`src/rtl/unidad_logico_aritmetica_secuencial.sv`:
```
// Registered parametrised ALU with a valid/busy handshake.
// Single-cycle logic/arithmetic ops; iterative unsigned MUL (shift-add) and
// DIV (restoring) over N cycles. The divider is built only when the macro
// ALU_SECUENCIAL_DIV_EN is defined; otherwise opcode 1111 returns zero.
module unidad_logico_aritmetica_secuencial #(
    parameter int unsigned N = 8
) (
    input  logic         clk,
    input  logic         reset,
    input  logic         entrada_valida,
    input  logic [N-1:0] operador1,
    input  logic [N-1:0] operador2,
    input  logic [3:0]   ALUControl,
    output logic         ocupado,
    output logic         salida_valida,
    output logic [N-1:0] resultadoFinal,
    output logic         flagNegativo,
    output logic         flagCero,
    output logic         flagCarry,
    output logic         flagOverflow
);

    localparam int unsigned CW     = $clog2(N);
    localparam logic [3:0]  OP_MUL = 4'b1110;
`ifdef ALU_SECUENCIAL_DIV_EN
    localparam logic [3:0]  OP_DIV = 4'b1111;
`endif

    typedef enum logic [1:0] {
        S_IDLE = 2'd0,
`ifdef ALU_SECUENCIAL_DIV_EN
        S_DIV  = 2'd2,
`endif
        S_MUL  = 2'd1
    } estado_t;

    estado_t          estado_q, estado_d;
    logic [CW-1:0]    cuenta_q, cuenta_d;
    logic [N-1:0]     opnd_q, opnd_d;      // multiplicand (MUL) or divisor (DIV)
    logic [2*N-1:0]   acum_q, acum_d;      // product, or {remainder, quotient}
    logic [N-1:0]     res_q, res_d;
    logic             fn_q, fn_d, fz_q, fz_d, fc_q, fc_d, fv_q, fv_d;
    logic             valida_q, valida_d;

    logic [N:0]       suma, resta;
    logic [N-1:0]     alu_res;
    logic             alu_c, alu_v;
    logic [N:0]       mul_suma;
    logic [2*N-1:0]   mul_sig;
`ifdef ALU_SECUENCIAL_DIV_EN
    logic [N:0]       div_desp, div_dif;
    logic [2*N-1:0]   div_sig;
`endif
    logic             escribe;
    logic [N-1:0]     res_nuevo;
    logic             c_nuevo, v_nuevo;

    // Single-cycle operation set evaluated on the live request inputs
    always_comb begin
        suma    = {1'b0, operador1} + {1'b0, operador2};
        resta   = {1'b0, operador1} - {1'b0, operador2};
        alu_res = '0;
        alu_c   = 1'b0;
        alu_v   = 1'b0;
        case (ALUControl)
            4'b0000: alu_res = operador1 & operador2;
            4'b0001: alu_res = operador1 | operador2;
            4'b0010: alu_res = operador1 ^ operador2;
            4'b0011: alu_res = ~operador1;
            4'b0100: alu_res = operador1 >> 1;
            4'b0101: alu_res = operador1 << 1;
            4'b0110: alu_res = operador2 >> 1;
            4'b0111: alu_res = operador2 << 1;
            4'b1000: begin
                alu_res = suma[N-1:0];
                alu_c   = suma[N];
                alu_v   = (operador1[N-1] == operador2[N-1]) && (suma[N-1] != operador1[N-1]);
            end
            4'b1001: begin
                alu_res = resta[N-1:0];
                alu_c   = ~resta[N];
                alu_v   = (operador1[N-1] != operador2[N-1]) && (resta[N-1] != operador1[N-1]);
            end
            4'b1010: alu_res = {operador1[N-1], operador1[N-1:1]};
            4'b1011: alu_res = operador1 << 1;
            4'b1100: alu_res = {operador2[N-1], operador2[N-1:1]};
            4'b1101: alu_res = operador2 << 1;
            default: alu_res = '0;
        endcase
    end

    // One iteration of shift-add multiply and restoring divide
    always_comb begin
        mul_suma = {1'b0, acum_q[2*N-1:N]} + {1'b0, (acum_q[0] ? opnd_q : {N{1'b0}})};
        mul_sig  = {mul_suma, acum_q[N-1:1]};
`ifdef ALU_SECUENCIAL_DIV_EN
        div_desp = {acum_q[2*N-1:N], acum_q[N-1]};
        div_dif  = div_desp - {1'b0, opnd_q};
        if (!div_dif[N]) div_sig = {div_dif[N-1:0], acum_q[N-2:0], 1'b1};
        else             div_sig = {div_desp[N-1:0], acum_q[N-2:0], 1'b0};
`endif
    end

    // Next-state, iteration control and result/flag write-back
    always_comb begin
        estado_d  = estado_q;
        cuenta_d  = cuenta_q;
        opnd_d    = opnd_q;
        acum_d    = acum_q;
        res_d     = res_q;
        fn_d      = fn_q;
        fz_d      = fz_q;
        fc_d      = fc_q;
        fv_d      = fv_q;
        valida_d  = 1'b0;
        escribe   = 1'b0;
        res_nuevo = '0;
        c_nuevo   = 1'b0;
        v_nuevo   = 1'b0;
        case (estado_q)
            S_IDLE: begin
                if (entrada_valida) begin
                    if (ALUControl == OP_MUL) begin
                        estado_d = S_MUL;
                        cuenta_d = CW'(N - 1);
                        opnd_d   = operador1;
                        acum_d   = {{N{1'b0}}, operador2};
                    end
`ifdef ALU_SECUENCIAL_DIV_EN
                    else if ((ALUControl == OP_DIV) && (operador2 != '0)) begin
                        estado_d = S_DIV;
                        cuenta_d = CW'(N - 1);
                        opnd_d   = operador2;
                        acum_d   = {{N{1'b0}}, operador1};
                    end
                    else if (ALUControl == OP_DIV) begin
                        escribe   = 1'b1;
                        res_nuevo = '1;
                        v_nuevo   = 1'b1;
                    end
`endif
                    else begin
                        escribe   = 1'b1;
                        res_nuevo = alu_res;
                        c_nuevo   = alu_c;
                        v_nuevo   = alu_v;
                    end
                end
            end
            S_MUL: begin
                acum_d   = mul_sig;
                cuenta_d = cuenta_q - CW'(1);
                if (cuenta_q == '0) begin
                    estado_d  = S_IDLE;
                    cuenta_d  = '0;
                    escribe   = 1'b1;
                    res_nuevo = mul_sig[N-1:0];
                    c_nuevo   = |mul_sig[2*N-1:N];
                end
            end
`ifdef ALU_SECUENCIAL_DIV_EN
            S_DIV: begin
                acum_d   = div_sig;
                cuenta_d = cuenta_q - CW'(1);
                if (cuenta_q == '0) begin
                    estado_d  = S_IDLE;
                    cuenta_d  = '0;
                    escribe   = 1'b1;
                    res_nuevo = div_sig[N-1:0];
                end
            end
`endif
            default: estado_d = S_IDLE;
        endcase
        if (escribe) begin
            res_d    = res_nuevo;
            fn_d     = res_nuevo[N-1];
            fz_d     = (res_nuevo == '0);
            fc_d     = c_nuevo;
            fv_d     = v_nuevo;
            valida_d = 1'b1;
        end
    end

    // State and output registers
    always_ff @(posedge clk or posedge reset) begin
        if (reset) begin
            estado_q <= S_IDLE;
            cuenta_q <= '0;
            opnd_q   <= '0;
            acum_q   <= '0;
            res_q    <= '0;
            fn_q     <= 1'b0;
            fz_q     <= 1'b0;
            fc_q     <= 1'b0;
            fv_q     <= 1'b0;
            valida_q <= 1'b0;
        end else begin
            estado_q <= estado_d;
            cuenta_q <= cuenta_d;
            opnd_q   <= opnd_d;
            acum_q   <= acum_d;
            res_q    <= res_d;
            fn_q     <= fn_d;
            fz_q     <= fz_d;
            fc_q     <= fc_d;
            fv_q     <= fv_d;
            valida_q <= valida_d;
        end
    end

    assign ocupado        = (estado_q != S_IDLE);
    assign salida_valida  = valida_q;
    assign resultadoFinal = res_q;
    assign flagNegativo   = fn_q;
    assign flagCero       = fz_q;
    assign flagCarry      = fc_q;
    assign flagOverflow   = fv_q;

endmodule

```
`config.mk`:
```
export PLATFORM = sky130hd
export DESIGN_NAME = unidad_logico_aritmetica_secuencial
export DESIGN_NICKNAME = d
export VERILOG_FILES = /design/src/rtl/unidad_logico_aritmetica_secuencial.sv
export SDC_FILE = /design/constraint.sdc
export NUM_CORES = 1
export LEC_CHECK = 0
export CORE_MARGIN = 5
export CORE_UTILIZATION = 54
export CTS_CLUSTER_DIAMETER = 50
export DETAILED_ROUTE_END_ITERATION = 6
export GPL_TIMING_DRIVEN = 0
export PLACE_DENSITY = 0.75
export SLEW_MARGIN = 25
export SYNTH_ARGS = -nofsm -noshare
export SYNTH_HDL_FRONTEND = slang
export SYNTH_SLANG_ARGS = --single-unit
```
`constraint.sdc`:
```
create_clock -name clk -period 7.2 [get_ports clk]
set_input_delay 1.44 -clock clk [delete_from_list [all_inputs] [get_ports clk]]
set_output_delay 1.44 -clock clk [all_outputs]
set_load 0.1 [all_outputs]
```
==> impl_metrics.xml <==
<?xml version="1.0" encoding="UTF-8"?>
<metrics>
  <group name="yosys">
    <metric name="syn-mean-instance-area" unit="µm²">8.27</metric>
    <metric name="synthesis.instances" unit="">475</metric>
    <metric name="synth.most_common_cell" unit="">nand2_1</metric>
    <metric name="seq_area_frac_synth" unit="%">25.5</metric>
    <metric name="synth.area.top_cells" unit="">dfrtp_1, ha_1, nand2_1</metric>
    <metric name="synth_fp_nets" unit="">536</metric>
    <metric name="synth.cells.most_frequent" unit="">nand2_1, dfrtp_1, nor2_1</metric>
    <metric name="synthesis.yosys.warnings" unit="">0</metric>
    <metric name="top_reg_cell_synth" unit="">dfrtp_1</metric>
    <metric name="synth_top_cell_by_area" unit="">dfrtp_1</metric>
    <metric name="synth.top_cell.area_share" unit="%">25.5</metric>
    <metric name="synthDistinctLibCells" unit="">74</metric>
    <metric name="synth_enable_flop_cells" unit="">0</metric>
    <metric name="postSynthRegisterBits" unit="">40</metric>
    <metric name="synth_async_reset_ratio" unit="%">100</metric>
    <metric name="post_synth_instance_area" unit="mm²">0.00393</metric>
  </group>
  <group name="cells_and_area">
    <metric name="diodes" unit="">0</metric>
    <metric name="num-nets-final" unit="">579</metric>
    <metric name="stdcell_count" unit="">618</metric>
    <metric name="filler_cell_count" unit="">625</metric>
    <metric name="design_area" unit="mm²">0.00455</metric>
    <metric name="syn2layout_area_growth" unit="%">15.8</metric>
    <metric name="final_core_utilization" unit="%">63.4</metric>
    <metric name="fraction_of_final_layout_cells_sized_beyond_drive_strength_1" unit="%">8.86</metric>
  </group>
  <group name="setup_path">
    <metric name="critical_path.slowest_cell" unit="">a2111oi_0</metric>
    <metric name="worstPathCellList" unit="">clkdlybuf4s50_1 -&gt; inv_1 -&gt; fa_1 -&gt; nor4b_1 -&gt; nor4_1 -&gt; a31oi_1 -&gt; a2111oi_0 -&gt; o21ai_1 -&gt; nor3_2 -&gt; a41o_1</metric>
    <metric name="worst-endpoint-required" unit="ns">7.44</metric>
    <metric name="critical-path-max-stage-delay" unit="ns">0.73</metric>
    <metric name="worst-path-max-fanout" unit="">8</metric>
    <metric name="worst_setup_path_end_kind" unit="">register</metric>
    <metric name="critical_path_class" unit="">in2reg</metric>
    <metric name="r2r_start" unit="">acum_q[0]</metric>
    <metric name="crit_arrival" unit="ns">4.71</metric>
    <metric name="worstSetupStartpoint" unit="">operador1[1]</metric>
    <metric name="worst_setup_path_start_kind" unit="">input port</metric>
  </group>
  <group name="timing">
    <metric name="totalNegativeSetupSlack" unit="ns">0</metric>
    <metric name="final-max-slew-violation-count" unit="">0</metric>
    <metric name="max_slew.worst_pin.slew" unit="ns">0.969</metric>
    <metric name="min_period_over_period" unit="%">62.1</metric>
    <metric name="finalWorstSetupSlack" unit="ns">2.73</metric>
    <metric name="hold_viol" unit="">0</metric>
    <metric name="hold-worst-slack" unit="ns">0.478</metric>
    <metric name="max_clock_freq" unit="MHz">224</metric>
    <metric name="rsz0062_at_grt" unit="">false</metric>
    <metric name="fin_crit" unit="ns">4.47</metric>
    <metric name="clock_skew" unit="ns">0.00597</metric>
    <metric name="setup_violations" unit="">0</metric>
    <metric name="slew-limit-headroom" unit="%">35.2</metric>
  </group>
  <group name="clocking">
    <metric name="clock_tree.root_cell" unit="">clkbuf_8</metric>
    <metric name="cts_tree" unit="">built</metric>
    <metric name="clock_tree.htree_level_count" unit="">2</metric>
    <metric name="clk_transition_reported_paths" unit="ns">0.08</metric>
    <metric name="cts_hold_buffers" unit="">0</metric>
    <metric name="cts.repair_timing.setup_buffer_count" unit="">0</metric>
    <metric name="worst_skew_pair.late_latency" unit="ns">0.30</metric>
    <metric name="total_clock_sinks" unit="">40</metric>
    <metric name="ctsResizeCount" unit="">0</metric>
    <metric name="number_of_buffers_inserted_during_clock_tree_synthesis" unit="">5</metric>
    <metric name="clock_path_buffers" unit="">2</metric>
  </group>
  <group name="drt">
    <metric name="via_per_inst" unit="">6.41</metric>
    <metric name="number_of_design_rule_violations_left_by_the_first_detailed_router_iteration" unit="">419</metric>
    <metric name="post-route-drc-count" unit="">0</metric>
    <metric name="routed-via-count" unit="">3960</metric>
    <metric name="drt_pass1_iterations" unit="">5</metric>
    <metric name="route.antenna.remaining_nets" unit="">0</metric>
    <metric name="avgRoutedWirePerCell" unit="µm">19.3</metric>
    <metric name="wl" unit="µm">12000</metric>
  </group>
  <group name="placed_design">
    <metric name="dp_hpwl" unit="µm">9140</metric>
    <metric name="dp_worst_setup_slack" unit="ns">2.46</metric>
    <metric name="io_port_bufs" unit="">35</metric>
    <metric name="gp_routability_congestion" unit="">1.03</metric>
    <metric name="dp_cells" unit="">610</metric>
    <metric name="dpl-instance-area" unit="mm²">0.00442</metric>
  </group>
  <group name="power_and_ir_drop">
    <metric name="fin_total_pwr" unit="mW">1.32</metric>
    <metric name="ir_worst_vdd" unit="mV">0.201</metric>
    <metric name="cell_leakage_power" unit="nW">2.01</metric>
    <metric name="power-per-cell-area" unit="mW/mm²">291</metric>
  </group>
  <group name="floorplanning">
    <metric name="floorplan.core_area" unit="mm²">0.00718</metric>
    <metric name="die_width" unit="µm">95.3</metric>
    <metric name="die_h" unit="µm">95.3</metric>
    <metric name="placementRows" unit="">31</metric>
    <metric name="area_of_the_die" unit="mm²">0.00908</metric>
    <metric name="design.portCount" unit="">37</metric>
    <metric name="floorplan.initialDensity" unit="%">54.7</metric>
  </group>
  <group name="global_route">
    <metric name="grt_max_degree" unit="">32</metric>
    <metric name="track_usage" unit="%">27.2</metric>
    <metric name="gr-total-overflow" unit="">0</metric>
    <metric name="grt_pass1_vias" unit="">3702</metric>
    <metric name="first_pass_grt_wire_length" unit="µm">19100</metric>
    <metric name="number_of_antenna_violations_at_the_first_check_in_global_routing" unit="">0</metric>
  </group>
  <group name="run">
    <metric name="cap_violations" unit="">0</metric>
  </group>
  <group name="hold_path">
    <metric name="worst_hold_path_type" unit="">reg2reg</metric>
    <metric name="min_from" unit="">resultadoFinal[5]</metric>
  </group>
  <group name="status">
    <metric name="outcome" unit="">completed</metric>
  </group>
</metrics>
## kinds of logic after synthesis
kind of cell | share of synthesized area (%)
compound gates | 24.6
xor+xnor | 1.98
fa+ha+maj | 12.7
buf+inv | 7.27
flops | 25.5
mux | 6.21
simple gates | 21.7
## where the power goes
group | internal (mW) | total (mW) | switching [mW]
Sequential | 0.316 | 0.377 | 0.0609
Clock | 0.122 | 0.205 | 0.0829
Combinational | 0.234 | 0.742 | 0.508
## critical path: cells and delay by family
family          cells  cell delay (ns)
compound gates      4             1.25
simple gates        3             0.57
fa+ha+maj           1             0.57
buf+inv             2             0.90
## sequential cells by signal, summed over array words and instances, names as in the netlist
signal / flops
flagOverflow: 1
estado_q: 1
salida_valida: 1
resultadoFinal: 8
cuenta_q: 3
flagCero: 1
opnd_q: 8
acum_q: 16
flagCarry: 1
## layer usage
layer	vias up	GRT usage (%)	wire (µm)
met5	-	0	0
met4	0	9.50	404
met3	40	4.58	1130
met2	242	42.0	5320
met1	1864	38.5	5100
li1	1814	-	-
## placed cells by master, fill, tap and decap left out, drive strengths merged, types with 4 or more instances in the layout
cell type,synthesis,layout
buf,14,15
o21a,5,5
a21o,6,6
o41ai,4,4
nor3,11,11
nor3b,6,6
and3,4,4
a21oi,30,30
a211oi,5,5
o22ai,4,4
clkbuf,13,20
mux2i,6,6
nor2,38,38
dfrtp,40,40
xnor2,5,5
clkdlybuf4s50,0,35
nand2b,4,4
inv,36,36
o211ai,5,5
o21ai,32,32
nand3,9,9
mux2,12,12
ha,35,35
nor2b,10,10
nand4,5,5
nand2,46,46
and2,13,13
## worst paths after layout
path	endpoint	slack [ns]	cells after the start
setup / recovery	flagCero	2.73	10
hold / removal	resultadoFinal[5]	0.48	2
setup reg to reg	flagCarry	4.31	10
hold reg to reg	resultadoFinal[5]	0.48	2
max in group asynchronous	acum_q[10]	5.40	3
min in group asynchronous	salida_valida	1.38	2
## area by class of cell
class	count	area, µm²	area share, %
plain buffers	27	150	3.30
clock buffers	7	96.3	2.12
clock inverters	1	30.0	0.660
inverters	36	135	2.97
multi-input cells	372	2640	58.1
flip-flops and latches	40	1000	22.0
well taps	99	124	2.72
repair buffers	36	370	8.15
No activity file was read; power rests on OpenSTA's default activity.
